File: src/rtl/uart_cmd_pkg.sv
// uart_cmd_pkg
// Shared types and constants for the UART command packet decoder.
// The optional checksum byte is enabled by defining UART_CMD_CHECKSUM_EN.

package uart_cmd_pkg;

    // Parser states: waiting for sync, then one state per payload byte.
    typedef enum logic [1:0] {
        ST_IDLE  = 2'd0,
        ST_MASK  = 2'd1,
        ST_FLAGS = 2'd2,
        ST_CSUM  = 2'd3
    } state_t;

    // Packet start marker used when the instantiating level does not override it.
    localparam logic [7:0] SYNC_BYTE_DEFAULT = 8'hA5;

    // Bit of the flags byte that requests a trigger pulse.
    localparam int FLAG_TRIG = 0;

    // Width of the saturating error counter.
    localparam int ERR_CNT_W = 8;

    // Checksum carried in the optional fourth byte: XOR of mask and flags.
    function automatic logic [7:0] calc_csum(input logic [7:0] mask_byte,
                                             input logic [7:0] flags_byte);
        return mask_byte ^ flags_byte;
    endfunction

endpackage

File: src/rtl/cycle_timer.sv
// cycle_timer
// Loadable up-counter with a terminal-count strobe.
// i_load restarts the count from zero and arms the timer. While armed the
// count advances by one per cycle; o_expire is high on the cycle whose edge
// brings the count to LIMIT, after which the timer disarms and holds.
// A load in the same cycle as expiry wins: the timer restarts and no expiry
// is reported.

module cycle_timer #(
    parameter int LIMIT = 1
) (
    input  logic i_clk,
    input  logic i_rst_n,
    input  logic i_load,
    output logic o_expire,
    output logic o_active
);

    localparam int W = $clog2(LIMIT + 1);

    logic [W-1:0] count_reg;
    logic         run_reg;

    // The edge that takes the count from LIMIT-1 to LIMIT is the expiry edge.
    assign o_expire = run_reg && !i_load && (count_reg == W'(LIMIT - 1));
    assign o_active = run_reg;

    // Count register: restart on load, advance while armed, stop at LIMIT.
    always_ff @(posedge i_clk) begin
        if (!i_rst_n) begin
            count_reg <= '0;
            run_reg   <= 1'b0;
        end else if (i_load) begin
            count_reg <= '0;
            run_reg   <= 1'b1;
        end else if (run_reg) begin
            count_reg <= count_reg + W'(1);
            if (o_expire) begin
                run_reg <= 1'b0;
            end
        end
    end

endmodule

File: src/rtl/uart_cmd_decoder.sv
// uart_cmd_decoder
// Parses framed command packets from the UART receiver byte stream:
//   SYNC, mask, flags [, checksum]
// and drives held channel outputs with a loss-of-link watchdog, a stretched
// trigger pulse, and error/status strobes.
// Build option: define UART_CMD_CHECKSUM_EN for 4-byte packets with an XOR
// checksum; otherwise packets are 3 bytes and commit on the flags byte.

module uart_cmd_decoder
    import uart_cmd_pkg::*;
#(
    parameter int          NUM_CH       = 4,
    parameter logic [7:0]  SYNC_BYTE    = SYNC_BYTE_DEFAULT,
    parameter int          BYTE_TIMEOUT = 50000,
    parameter int          HOLD_CYCLES  = 2500000,
    parameter int          PULSE_CYCLES = 25000
) (
    input  logic                 i_clk,
    input  logic                 i_rst_n,
    input  logic                 i_done,
    input  logic [7:0]           i_data,
    output logic [NUM_CH-1:0]    o_ch,
    output logic                 o_trigger,
    output logic                 o_pkt_valid,
    output logic                 o_err,
    output logic [ERR_CNT_W-1:0] o_err_cnt
);

`ifdef UART_CMD_CHECKSUM_EN
    // The whole mask byte takes part in the checksum, so keep all of it.
    localparam int MASK_W = 8;
`else
    localparam int MASK_W = NUM_CH;
`endif

    state_t               state_reg;
    state_t               state_next;

    logic [MASK_W-1:0]    mask_reg;
`ifdef UART_CMD_CHECKSUM_EN
    logic [7:0]           flags_reg;
`endif

    logic [NUM_CH-1:0]    ch_reg;
    logic [NUM_CH-1:0]    ch_next;
    logic                 pkt_valid_reg;
    logic                 err_reg;
    logic [ERR_CNT_W-1:0] err_cnt_reg;

    // Decoded per-cycle events from the output process.
    logic                 commit;
    logic                 commit_trig;
    logic [NUM_CH-1:0]    commit_mask;
    logic                 err_evt;
    logic                 mask_load;
    logic                 flags_load;

    // Timer handshakes.
    logic                 byte_tmo_load;
    logic                 byte_tmo_expire;
    logic                 byte_tmo_active;
    logic                 hold_expire;
    logic                 hold_active;
    logic                 trig_load;
    logic                 trig_expire;
    logic                 trig_active;
    logic                 unused_timer_flags;

    // ------------------------------------------------------------------
    // Timers
    // ------------------------------------------------------------------

    // The inter-byte timer is parked at zero while idle and restarted by
    // every byte, so inside a packet it measures the gap since the last byte.
    assign byte_tmo_load = i_done || (state_reg == ST_IDLE);

    cycle_timer #(
        .LIMIT (BYTE_TIMEOUT)
    ) u_byte_timer (
        .i_clk    (i_clk),
        .i_rst_n  (i_rst_n),
        .i_load   (byte_tmo_load),
        .o_expire (byte_tmo_expire),
        .o_active (byte_tmo_active)
    );

    // Hold watchdog: restarted by each commit, stops once it has fired.
    cycle_timer #(
        .LIMIT (HOLD_CYCLES)
    ) u_hold_timer (
        .i_clk    (i_clk),
        .i_rst_n  (i_rst_n),
        .i_load   (commit),
        .o_expire (hold_expire),
        .o_active (hold_active)
    );

    // Trigger stretcher: its armed flag is the pulse itself, so a retrigger
    // restarts the full width without a gap.
    assign trig_load = commit && commit_trig;

    cycle_timer #(
        .LIMIT (PULSE_CYCLES)
    ) u_trig_timer (
        .i_clk    (i_clk),
        .i_rst_n  (i_rst_n),
        .i_load   (trig_load),
        .o_expire (trig_expire),
        .o_active (trig_active)
    );

    // Status flags not needed by this level.
    assign unused_timer_flags = byte_tmo_active ^ hold_active ^ trig_expire;

    // ------------------------------------------------------------------
    // Packet FSM
    // ------------------------------------------------------------------

    // State register.
    always_ff @(posedge i_clk) begin
        if (!i_rst_n) begin
            state_reg <= ST_IDLE;
        end else begin
            state_reg <= state_next;
        end
    end

    // Next-state logic: a byte always takes priority over a timeout.
    always_comb begin
        state_next = state_reg;
        case (state_reg)
            ST_IDLE: begin
                if (i_done && (i_data == SYNC_BYTE)) begin
                    state_next = ST_MASK;
                end
            end
            ST_MASK: begin
                // A sync value here is just mask data; no resync.
                if (i_done) begin
                    state_next = ST_FLAGS;
                end else if (byte_tmo_expire) begin
                    state_next = ST_IDLE;
                end
            end
            ST_FLAGS: begin
                if (i_done) begin
`ifdef UART_CMD_CHECKSUM_EN
                    state_next = ST_CSUM;
`else
                    state_next = ST_IDLE;
`endif
                end else if (byte_tmo_expire) begin
                    state_next = ST_IDLE;
                end
            end
`ifdef UART_CMD_CHECKSUM_EN
            ST_CSUM: begin
                if (i_done || byte_tmo_expire) begin
                    state_next = ST_IDLE;
                end
            end
`endif
            default: begin
                state_next = ST_IDLE;
            end
        endcase
    end

    // Output decode: which byte is latched and whether the packet commits or fails.
    always_comb begin
        commit      = 1'b0;
        commit_trig = 1'b0;
        commit_mask = mask_reg[NUM_CH-1:0];
        err_evt     = 1'b0;
        mask_load   = 1'b0;
        flags_load  = 1'b0;
        case (state_reg)
            ST_MASK: begin
                if (i_done) begin
                    mask_load = 1'b1;
                end else if (byte_tmo_expire) begin
                    err_evt = 1'b1;
                end
            end
            ST_FLAGS: begin
                if (i_done) begin
`ifdef UART_CMD_CHECKSUM_EN
                    flags_load = 1'b1;
`else
                    commit      = 1'b1;
                    commit_trig = i_data[FLAG_TRIG];
`endif
                end else if (byte_tmo_expire) begin
                    err_evt = 1'b1;
                end
            end
`ifdef UART_CMD_CHECKSUM_EN
            ST_CSUM: begin
                if (i_done) begin
                    if (i_data == calc_csum(mask_reg, flags_reg)) begin
                        commit      = 1'b1;
                        commit_trig = flags_reg[FLAG_TRIG];
                    end else begin
                        err_evt = 1'b1;
                    end
                end else if (byte_tmo_expire) begin
                    err_evt = 1'b1;
                end
            end
`endif
            default: begin
                commit = 1'b0;
            end
        endcase
    end

    // ------------------------------------------------------------------
    // Payload capture and output registers
    // ------------------------------------------------------------------

    // Payload bytes held until the packet completes.
    always_ff @(posedge i_clk) begin
        if (!i_rst_n) begin
            mask_reg <= '0;
`ifdef UART_CMD_CHECKSUM_EN
            flags_reg <= '0;
`endif
        end else begin
            if (mask_load) begin
                mask_reg <= i_data[MASK_W-1:0];
            end
`ifdef UART_CMD_CHECKSUM_EN
            if (flags_load) begin
                flags_reg <= i_data;
            end
`endif
        end
    end

    // Per-channel next value: a commit beats a simultaneous watchdog expiry.
    for (genvar gi = 0; gi < NUM_CH; gi++) begin : g_ch
        assign ch_next[gi] = commit      ? commit_mask[gi] :
                             hold_expire ? 1'b0            :
                                           ch_reg[gi];
    end

    // Registered outputs: channel levels, strobes and saturating error count.
    always_ff @(posedge i_clk) begin
        if (!i_rst_n) begin
            ch_reg        <= '0;
            pkt_valid_reg <= 1'b0;
            err_reg       <= 1'b0;
            err_cnt_reg   <= '0;
        end else begin
            ch_reg        <= ch_next;
            pkt_valid_reg <= commit;
            err_reg       <= err_evt;
            if (err_evt && (err_cnt_reg != {ERR_CNT_W{1'b1}})) begin
                err_cnt_reg <= err_cnt_reg + ERR_CNT_W'(1);
            end
        end
    end

    assign o_ch        = ch_reg;
    assign o_trigger   = trig_active;
    assign o_pkt_valid = pkt_valid_reg;
    assign o_err       = err_reg;
    assign o_err_cnt   = err_cnt_reg;

    // flags_load is only consumed when the checksum byte is present.
`ifndef UART_CMD_CHECKSUM_EN
    logic unused_flags_load;
    assign unused_flags_load = flags_load;
`endif

endmodule

File: config.mk
export PLATFORM = sky130hd
export DESIGN_NAME = uart_cmd_decoder
export DESIGN_NICKNAME = d
export VERILOG_FILES = /design/src/rtl/uart_cmd_pkg.sv /design/src/rtl/cycle_timer.sv /design/src/rtl/uart_cmd_decoder.sv
export SDC_FILE = /design/constraint.sdc
export NUM_CORES = 1
export LEC_CHECK = 0
export BUFFER_PORTS_ARGS = -buffer_cell sky130_fd_sc_hd__buf_4
export CAP_MARGIN = 25
export CORE_AREA = 2 2 92 94
export DETAILED_ROUTE_END_ITERATION = 8
export DIE_AREA = 0 0 94 96
export PLACE_DENSITY = 0.6
export SLEW_MARGIN = 20
export SYNTH_ARGS = -nofsm -noshare
export SYNTH_HDL_FRONTEND = slang
export SYNTH_SLANG_ARGS = --single-unit
File: constraint.sdc
create_clock -name i_clk -period 5.9 [get_ports i_clk]
set_clock_uncertainty 0.2 [all_clocks]
set_input_delay 1.18 -clock i_clk [delete_from_list [all_inputs] [get_ports i_clk]]
set_output_delay 1.18 -clock i_clk [all_outputs]
set_load 0.02 [all_outputs]
==> qor.yml, run 1 <==
synthAdderAreaFrac_pct: 2.82
drt-total-wl_um: 7530
rsz0062_at_grt: "false"
postSynthAreaPerCell_um2: 8.62
row_count: 33
die_y_um: 96
dp_slack_ns: 2.63
antenna_found_initial: 0
gp_congestion: 0.818
synth_ff_type: "dfxtp_1"
synthTopCellsByArea: "dfxtp_1, a21oi_1, xnor2_1"
worst-endpoint-arrival_ns: 3.03
ios: 26
end_kind: "flop"
outcome: "finished, final reports clean"
crit_required_ns: 5.97
clk_latency_ns: 0.34
synth-seq-area-share_pct: 42.8
synthCells: 412
drv_cap: 0
dp_hpwl_um: 5220
drc: 0
grt_overflow_total: 0
worstPathMaxFanout: 17
cts_root_buffer: "clkbuf_8"
post-synth-top-area-cell: "dfxtp_1"
synth_compound_area_share_pct: 12.2
num_vias: 3044
maxSlewHeadroom_pct: 48.7
synth_fp_nets: 431
fmax_ghz: 0.338
synth_mux_area_share_pct: 1.44
final_util_pct: 49.2
p_total_mw: 0.884
fin_crit_ns: 2.96
ctsResizeCount: 0
crit_type: "input port to flop"
synth_xor_area_share_pct: 7.89
fp.dieW_um: 94
final_layout_size_suffix_gt1_share_pct: 9.63
drt-initial-drc-count: 120
vdd_ir_drop_max_uv: 104
cp-start-kind: "input port"
grt_first_pass_wirelength_um: 12900
vias_per_cell: 5.63
nNetsFinal: 451
ant_nets: 0
synth_top_area_share_pct: 42.8
synth_top_family_by_area: "simple AND/OR/NAND/NOR gates"
die_area_um2: 9020
finalMaxSlewViolations: 0
grt_max_degree: 23
finalCritPeriodShare_pct: 50.1
ctsLongestPathBuffers: 2
netlist_area_um2: 3550
clk_pin_slew_worst_paths_ns: 0.08
initial_utilization_pct: 44.1
h-tree-depth: 3
largest_reg_flops: 22
holdBufCountCts: 0
cts_setup_buffers: 0
yosysWarnings: 0
power_leakage_nw: 1.29
worst_pin_slew_ns: 0.767
cts_buffers: 9
synth_enable_flop_cells: 0
hold_violations: 0
grt_pass1_vias: 2771
diodes: 0
fin_setup_tns_ns: 0
wl_per_cell_um: 13.9
worst_slack_ns: 2.94
synthSimpleGateAreaFrac_pct: 29.5
final-setup-viol-count: 0
synthArstFlopShare_pct: 0
port_buffers: 25
yosysUniqueCellTypes: 45
grt_util_all_layers_pct: 17.7
powerDensity_nw_per_um2: 223
cts.sinks: 76
syn2layout_area_growth_pct: 11.6
cts_tree: "done"
ys_ff_latch: 76
coreArea_um2: 8050
dr.pass1.iters: 4
hp-class: "flop to flop"
critical path: stages:
cell      delay, ns
buf_4          0.15
nor4bb_1       0.31
nand4b_1       0.55
or4_1          0.68
a21oi_1        0.14
report_power, final:
part           switching (mW)  leakage (nW)  total [mW]  internal (mW)
Combinational          0.0108         0.584      0.0167        0.00584
Clock                   0.181        0.0893       0.354          0.173
Sequential           0.000869         0.612       0.514          0.513
cells in the final DEF (no fill, tap or decap), types with 2 or more instances in the layout:
cell and instances:
nor3_1 9, buf_4 25, clkbuf_1 2, xnor2_1 17, o31ai_1 6, a32o_1 4, dfxtp_1 76, o211ai_1 3
or4_1 10, o21a_1 2, nor4_1 8, a21oi_1 31, ha_1 8, nand4b_1 3, or3_1 17, nand2_1 38
nor4bb_1 2, clkbuf_8 11, xor2_1 15, mux2i_1 4, nor2b_1 3, nor2_1 39, nand4_1 18, nand3_1 22
inv_1 11, clkinv_2 2, o21ai_0 19, and4_1 7, and3_1 6, nor4b_1 4
cell usage after synthesis, drive strengths merged, types with 2 or more instances:
library cell  count
nand4b            3
nor3              9
nor4bb            2
xnor2            17
o21a              2
nand3            22
inv              11
nor2b             3
o31ai             6
and3              6
a21oi            31
or4              10
nor4b             4
o21ai            19
nand4            18
nand2            38
mux2i             4
o211ai            3
nor4              8
dfxtp            76
nor2             39
a32o              4
clkbuf           10
xor2             15
and4              7
ha                8
buf               6
or3              17
metal layers:
layer | vias to the layer above | wire [um] | part of all wire, % | GRT usage, %
li1 | 1545 | - | - | -
met1 | 1448 | 3700 | 49 | 23.9
met2 | 43 | 3470 | 46 | 28.0
met3 | 8 | 274 | 3.6 | 4.23
met4 | 0 | 80 | 1.1 | 5.68
met5 | - | 0 | 0 | 0
logic make-up after synthesis:
family | after synthesis
flip-flops | 76
AND/OR/NAND/NOR | 193
buffers and inverters | 27
adder cells (fa/ha/maj) | 8
multiplexers | 5
AO/OA/AOI/OAI | 71
XOR/XNOR | 32
stage by stage:
stage / area [um^2] / cells / hold slack, ns
3_3_place_gp: 3790 / 526 / 0.250
5_1_grt: 3960 / 541 / 0.294
6_report: 3960 / 541 / 0.261
2_1_floorplan: 3550 / 412 / 0.236
4_1_cts: 3960 / 541 / 0.261
3_5_place_dp: 3790 / 526 / 0.250
final cells by class:
cell class / count / area [um^2]
Fill cell: 778 / 4090
Sequential cell: 76 / 1520
Multi-Input combinational cell: 309 / 1910
Inverter: 11 / 41.3
Clock buffer: 13 / 159
Timing Repair Buffer: 25 / 188
Clock inverter: 2 / 10.0
Tap cell: 105 / 131
worst paths after layout:
| check | slack [ns] | cells after the start | startpoint | endpoint |
|---|---|---|---|---|
| worst max register to register | 3.18 | 6 | state_reg[0] | o_err_cnt[4] |
| worst max-delay path | 2.94 | 5 | i_done | o_err_cnt[4] |
| worst min register to register | 0.26 | 2 | commit_mask[3] | commit_mask[3] |
| worst min-delay path | 0.26 | 2 | commit_mask[3] | commit_mask[3] |
(Power assumes the default switching activity.)
==> run 2: changes to the inputs <==
--- a/config.mk
+++ b/config.mk
@@ -10,7 +10,7 @@
 export CORE_AREA = 2 2 92 94
 export DETAILED_ROUTE_END_ITERATION = 8
 export DIE_AREA = 0 0 94 96
-export PLACE_DENSITY = 0.6
+export PLACE_DENSITY = 0.62
 export SLEW_MARGIN = 20
 export SYNTH_ARGS = -nofsm -noshare
 export SYNTH_HDL_FRONTEND = slang
==> constraint.sdc (replaced) <==
create_clock -name i_clk -period 2.55 [get_ports i_clk]
set_clock_uncertainty 0.2 [all_clocks]
set_input_delay 0.51 -clock i_clk [delete_from_list [all_inputs] [get_ports i_clk]]
set_output_delay 0.51 -clock i_clk [all_outputs]
set_load 0.02 [all_outputs]
==> run 2 against run 1 <==
Effect of this change: clock-buffer cell count unchanged; utilization grew 1.1 points; routed wire length decreased by 3.8%; via count shrank 2.4%; register-to-register slack lost 3.0 ns; sequential share of layout area fell by 0.85 points; worst setup slack worse by 2.8 ns; first-iteration DRC count down 17%; cell count increased by 0.74%; largest power group unchanged.
==> qor.yml, run 2 (synthesized netlist as in run 1, its figures left out) <==
cp-start-kind: "flop"
ctsResizeCount: 0
hp-class: "input port to flop"
clkPwrFrac_pct: 46.4
dp_cells: 529
final_util_pct: 50.3
h-tree-depth: 3
intPower_mw: 1.83
cts_root_buffer: "clkbuf_8"
syn2layout_area_growth_pct: 14.1
switchingPower_mw: 0.455
clk_pin_slew_worst_paths_ns: 0.07
cts_buffers: 9
whs_ns: 0.242
r2r_cells: 7
finalCritPeriodShare_pct: 92.4
ant_nets: 0
coreArea_um2: 8050
clk_latency_ns: 0.35
cts_setup_buffers: 0
place_area_um2: 3820
grt_overflow_total: 0
grt_first_pass_wirelength_um: 12400
grt_max_degree: 23
cts_tree: "done"
drv_cap: 0
critPathMaxStageDelay_ns: 0.50
pwr-share-comb_pct: 1.7
drt-initial-drc-count: 100
finalMaxSlewViolations: 0
worst-endpoint-arrival_ns: 2.44
drt-total-wl_um: 7240
power_leakage_nw: 1.32
grt_util_all_layers_pct: 17.2
switching_share_pct: 19.9
crit_type: "flop to flop"
final-setup-viol-count: 0
worst_pin_slew_ns: 0.714
holdPathStages: 3
wl_met3_um: 173
finalNonFillerCells: 545
powerDensity_nw_per_um2: 565
wl_per_cell_um: 13.3
p_total_mw: 2.29
drc: 0
vdd_ir_drop_max_uv: 306
holdBufCountCts: 0
worst_slack_ns: 0.193
final_cell_mix: "dfxtp_1, nor2_1, nand2_1"
dp_hpwl_um: 5190
worstPathMaxFanout: 17
slowest_stage: "or4_1"
crit_required_ns: 2.63
route.met2.wl_um: 3460
rsz0062_at_grt: "false"
ios: 26
path_depth: 7
dr.pass1.iters: 5
critPathTopFamily: "simple AND/OR/NAND/NOR gates"
gp_congestion: 0.795
diodes: 0
fin_setup_tns_ns: 0
vias_per_cell: 5.45
largest_reg_flops: 22
power_frac_seq_pct: 51.9
initial_utilization_pct: 44.1
dp_slack_ns: 0.195
die_y_um: 96
worstPathBufferInverterCount: 2
met1_length_um: 3490
layout_commonest_cell: "dfxtp_1"
num_vias: 2970
end_kind: "flop"
fp.dieW_um: 94
crit_path_cell_trace: "inv_1 -> ha_1 -> nor4bb_1 -> nand4b_1 -> buf_4 -> or4_1 -> a21oi_1"
r2r_slack_ns: 0.19
antenna_found_initial: 0
fin_area_um2: 4050
fmax_ghz: 0.424
grt_pass1_vias: 2706
outcome: "finished, final reports clean"
die_area_um2: 9020
nNetsFinal: 454
cts.sinks: 76
hold_violations: 0
dr.max_layer_used: "met4"
row_count: 33
port_buffers: 25
final_layout_size_suffix_gt1_share_pct: 10.7
maxSlewHeadroom_pct: 52.3
ctsLongestPathBuffers: 2
fin_crit_ns: 2.36
run 2: layer usage:
metal,track usage (%),vias up
met1,22.3,1380
met5,0,-
met4,7.61,0
met3,3.29,8
li1,-,1547
met2,28.0,35
run 2: final timing paths:
path                                startpoint        endpoint
worst min-delay path                 i_data[3]  commit_mask[3]
worst max-delay path              state_reg[0]    o_err_cnt[5]
worst min register to register  commit_mask[0]  commit_mask[0]
worst max register to register    state_reg[0]    o_err_cnt[5]
run 2: final cells by class:
| class | instances | area (um^2) |
|---|---|---|
| fillers | 804 | 4000 |
| multi-input cells | 309 | 1910 |
| flip-flops and latches | 76 | 1520 |
| repair buffers | 28 | 210 |
| clock buffers | 13 | 169 |
| well taps | 105 | 131 |
| clock inverters | 3 | 67.6 |
| inverters | 11 | 41.3 |
run 2: tightest hold or removal path, stage by stage:
cell and delay [ns]:
buf_4 0.12, nand3_1 0.06, a21oi_1 0.05
run 2: power groups by stage:
stage | logic (mW) | registers [mW] | clock network (mW)
after floorplan | 0.0212 | 1.21 | 0
after global placement | 0.0388 | 1.22 | 0
after detailed placement | 0.0392 | 1.22 | 0
after CTS | 0.0393 | 1.19 | 1.09
after global routing | 0.0428 | 1.19 | 1.14
final | 0.0386 | 1.19 | 1.06
